### config.mk
export PLATFORM = sky130hd
export DESIGN_NAME = dmem_dump_engine
export DESIGN_NICKNAME = d
export VERILOG_FILES = /design/src/rtl/dmem_dump_pkg.sv /design/src/rtl/dmem_dump_engine.sv
export SDC_FILE = /design/constraint.sdc
export NUM_CORES = 1
export LEC_CHECK = 0
export CAP_MARGIN = 20
export CORE_MARGIN = 2
export CORE_UTILIZATION = 44
export CTS_CLUSTER_DIAMETER = 50
export DETAILED_ROUTE_END_ITERATION = 16
export PLACE_DENSITY = 0.8
export SLEW_MARGIN = 40
export SYNTH_ARGS = -nofsm -noshare
export SYNTH_HDL_FRONTEND = slang
export SYNTH_SLANG_ARGS = --single-unit
### constraint.sdc
create_clock -name clk -period 2.4 [get_ports clk]
set_input_delay 0.6 -clock clk [delete_from_list [all_inputs] [get_ports clk]]
set_output_delay 0.6 -clock clk [all_outputs]
set_load 0.02 [all_outputs]
### src/rtl/dmem_dump_pkg.sv
// dmem_dump_pkg: shared types and constants for the data-memory dump engine
package dmem_dump_pkg;
  localparam int WORD_W = 32;
  typedef enum logic [2:0] {IDLE, ISSUE, CAPTURE, SEND, FIN} state_e;
endpackage

### src/rtl/dmem_dump_engine.sv
// dmem_dump_engine: walks data memory 0..DEPTH-1, streams each word over valid/ready
// and accumulates a wrapping 32-bit checksum of the handshaken words.
module dmem_dump_engine
  import dmem_dump_pkg::*;
#(
  parameter int DEPTH  = 64,
  parameter int ADDR_W = 6
) (
  input  logic              clk,
  input  logic              rst,
  input  logic              start,
  output logic              busy,
  output logic              done,
  output logic              mem_rd_en,
  output logic [ADDR_W-1:0] mem_rd_addr,
  input  logic [WORD_W-1:0] mem_rd_data,
  output logic              out_valid,
  input  logic              out_ready,
  output logic [WORD_W-1:0] out_data,
  output logic [ADDR_W-1:0] out_index,
  output logic              out_last,
  output logic [WORD_W-1:0] checksum
);
  localparam logic [ADDR_W-1:0] LAST_IDX = ADDR_W'(DEPTH - 1);
  state_e              state_q;
  logic [ADDR_W-1:0]   idx_q;
  logic [WORD_W-1:0]   checksum_q;
  logic [WORD_W-1:0]   out_data_q;
  logic [ADDR_W-1:0]   out_index_q;
  logic                out_valid_q;
  logic                out_last_q;
  logic                done_q;
  logic                busy_q;
  // The read strobe is decoded straight from state so the read lands in CAPTURE.
  always_comb begin
    mem_rd_en   = state_q == ISSUE;
    mem_rd_addr = mem_rd_en ? idx_q : '0;
  end
  always_ff @(posedge clk) begin
    if (rst) begin
      state_q     <= IDLE;
      idx_q       <= '0;
      checksum_q  <= '0;
      out_data_q  <= '0;
      out_index_q <= '0;
      out_valid_q <= 1'b0;
      out_last_q  <= 1'b0;
      done_q      <= 1'b0;
      busy_q      <= 1'b0;
    end else begin
      done_q <= 1'b0;
      case (state_q)
        IDLE: if (start) begin
          idx_q      <= '0;
          checksum_q <= '0;
          busy_q     <= 1'b1;
          state_q    <= ISSUE;
        end
        ISSUE: state_q <= CAPTURE;
        CAPTURE: begin
          out_data_q  <= mem_rd_data;
          out_index_q <= idx_q;
          out_last_q  <= idx_q == LAST_IDX;
          out_valid_q <= 1'b1;
          state_q     <= SEND;
        end
        SEND: if (out_ready) begin
          out_valid_q <= 1'b0;
          checksum_q  <= checksum_q + out_data_q;
          if (idx_q == LAST_IDX) begin
            done_q  <= 1'b1;
            state_q <= FIN;
          end else begin
            idx_q   <= idx_q + 1'b1;
            state_q <= ISSUE;
          end
        end
        FIN: begin
          busy_q  <= 1'b0;
          state_q <= IDLE;
        end
        default: state_q <= IDLE;
      endcase
    end
  end
  assign busy      = busy_q;
  assign done      = done_q;
  assign out_valid = out_valid_q;
  assign out_data  = out_data_q;
  assign out_index = out_index_q;
  assign out_last  = out_last_q;
  assign checksum  = checksum_q;
endmodule

==> results.cfg, run 1 <==
[outcome]
outcome = finished with violations
violations = negative setup slack

[synthesis]
ys_warn_count = 0
synth_edf_count = 0
async_flop_share = 0
synth_cells = 550
synth_fp_nets = 619
synth_ff_type = dfxtp_1
yosysTopAreaCellShare = 0.370
ys_seq_elements = 83
ys_types = 63
synthTopCellsByArea = dfxtp_1 (37%), ha_1 (8.9%), nand2_1 (8.8%), a21oi_1 (7.5%), xor2_1 (3.1%)
postSynthAreaPerCell_sq_um = 8.17
yosys.area.top_type = dfxtp_1
syn-cell-area_sq_um = 4490
yosysSeqAreaShare = 0.370

[timing]
slew_headroom = 0.716
skew_ps = 6.63
rsz0062_at_grt = yes
period_minus_slack_ps = 2580
slew_viol_final = 0
setup_ws_ps = -176
finalHoldViolations = 0
finalCritPeriodShare = 1.07
tightest_slew_ps = 422
tns_ps = -618
whs_ps = 464
fmax_mhz = 388
setup_viol = 8

[global_routing]
grt_antenna_before_repair = 0
grt_use_total = 0.249
grt_max_degree = 27
grt_overflow = 0
grt_first_pass_wirelength_microns = 22500
grt_pass1_vias = 4750

[clock_network]
cts_buffer_depth = 2
htreeDepth = 3
hold_buffers = 0
cts-root-buf = clkbuf_8
clkLatencyLatePin_ps = 360
cts_tree = yes
cts.sinks = 83
path_clk_slew_ps = 90
cts_made_buffers = 9

[hold_path]
holdCritPathClass = reg2reg
min_from = out_index[3]$_SDFFE_PP0P_
hold_path_depth = 2
holdPathEnd = out_index[3]$_SDFFE_PP0P_

[placement]
dpl.hpwl_microns = 10200
placed_area_sq_um = 6580
port_buffers = 116
placed_cells = 858
gp_congestion = 0.948

[floorplan]
fp.dieH_microns = 105
io_pins = 117
fp.coreArea_sq_um = 9820
rows = 36
start_util = 0.457
dieWidth_microns = 105
die_area_sq_um = 11000

[worst_setup_path]
crit_path_top_delay_cell = dfxtp_4
cp_cell_sequence = ha_4, nand4_1, nor3_2, o21ai_2, a31o_1, a211o_1, a21bo_1, and3_4, or2_0, a311o_1
ff2ff_path_depth = 10
rr_endpoint = checksum[31]$_SDFFE_PP0P_
cp_num_buf_inv = 0
crit_path_end_kind = flop
max_stage_delay_ps = 360
required_ps = 2650
path_class = reg2reg
cp.arrival_ps = 2830
cp_max_fo = 3
crit_family = compound AO/OA/AOI/OAI gates
r2r_setup_slack_ps = -180
r2r-start = out_data[12]$_SDFFE_PP0P_
cp-start-kind = flop

[routing]
routed_wl_microns = 14300
drt_first_pass_iters = 5
via_count = 4839
top_layer = met4
drc = 0
drt.antenna.violating_nets = 0
first_iter_violations = 250
routedWlPerCell_microns = 16.3
wl_met2_microns = 7110
wirelength_met1_microns = 6030
viasPerCell = 5.49
wl_met3_microns = 919

[finish]
final_cell_mix = clkdlybuf4s50_1 (108), nand2_1 (105), buf_4 (91)
num_antenna_cells = 0
mostFrequentLayoutCell = clkdlybuf4s50_1
syn2layout_area_growth_pct = 55.9
drive_above_1_share = 0.259
final_cell_area_sq_um = 7000
nets = 812
post-route-util = 0.713
stdcell_count = 881

[pwr]
p_leak_uw = 0.00291
ir_worst_vdd_v = 0.000396
power_density_nw_per_um2 = 445

[run]
max-cap-violations = 0
==> state kept, by name, indices dropped and copies added, names as in the netlist <==
register,count
idx_q,6
out_valid,1
busy,1
done,1
checksum,32
out_data,32
state_q,3
out_index,6
out_last,1
==> synthesized netlist by cell type, drive strengths merged (10+ instances only) <==
master and n:
dfxtp 83, clkbuf 20, a21oi 67, o21ai 24, xnor2 12, nor2 37
inv 11, xor2 16, a21o 19, nand3 10, ha 32, nand2 105
==> metal layers <==
metal,track usage,vias up
met5,0,-
met4,0.0733,0
met3,0.0487,26
met2,0.436,207
met1,0.307,2279
li1,-,2327
==> how the worst max path moves through the flow <==
stage                                            to  cells past startpoint                      start  slack [ps]
after detailed placement  checksum[31]$_SDFFE_PP0P_                     10   out_data[3]$_SDFFE_PP0P_        -180
after floorplan           checksum[31]$_SDFFE_PP0P_                     11  out_data[12]$_SDFFE_PP0P_         -90
final                     checksum[31]$_SDFFE_PP0P_                     10  out_data[12]$_SDFFE_PP0P_        -180
after CTS                 checksum[26]$_SDFFE_PP0P_                     12   checksum[0]$_SDFFE_PP0P_        -200
after global routing      checksum[31]$_SDFFE_PP0P_                     10  checksum[12]$_SDFFE_PP0P_        -240
after global placement    checksum[31]$_SDFFE_PP0P_                     10   out_data[3]$_SDFFE_PP0P_        -130
==> kinds of logic (layout without fill, tap and decap cells) <==
group / Yosys count / in the layout / share of synthesized area
AND/OR/NAND/NOR: 197 / 197 / 0.196
AO/OA/AOI/OAI: 170 / 170 / 0.241
XOR/XNOR: 28 / 28 / 0.0546
buffers and inverters: 39 / 237 / 0.0446
flip-flops: 83 / 83 / 0.370
adder cells (fa/ha/maj): 33 / 33 / 0.0936
==> per-stage QoR <==
| stage | power (uW) | setup WS (ps) |
|---|---|---|
| floorplan | 1790 | -86.9 |
| global placement | 2040 | -128 |
| detailed placement | 2060 | -178 |
| CTS | 3130 | -197 |
| global route | 3240 | -243 |
| finish | 3110 | -176 |
==> worst reg2reg max path, delay by kind of cell (launching register included) <==
family                     cells  cell delay, ps
DFF                            1             360
AOI/OAI and AO/OA              5            1050
and+or+nand+nor                4             810
adders and majority gates      1             260
==> power breakdown <==
group	internal (uW)	total, uW	switching (uW)	leakage, uW
sequential	1420	1460	46.1	0.000687
clock	542	1070	529	0.000110
combinational	275	580	305	0.00211
==> cell type report <==
cell class / instances / area (sq um)
multi-input cells: 428 / 3010
fillers: 783 / 2820
repair buffers: 210 / 1870
flip-flops and latches: 83 / 1710
well taps: 133 / 166
clock buffers: 11 / 151
clock inverters: 5 / 58.8
inverters: 11 / 41.3
==> timing repair <==
item | in CTS | in global routing
buffers inserted | 5 | 5
pin swaps | 25 | 24
setup endpoints to repair | 18 | 17
gates resized for setup | 27 | 21
Note: power is estimated with default switching activity, not from simulation.
==> run 2, diff against run 1 <==
--- a/config.mk
+++ b/config.mk
@@ -8,7 +8,6 @@
 export CAP_MARGIN = 20
 export CORE_MARGIN = 2
 export CORE_UTILIZATION = 44
-export CTS_CLUSTER_DIAMETER = 50
 export DETAILED_ROUTE_END_ITERATION = 16
 export PLACE_DENSITY = 0.8
 export SLEW_MARGIN = 40
==> results of run 2 <==
No change in the layout: final DEF, timing and power equal those of run 1.
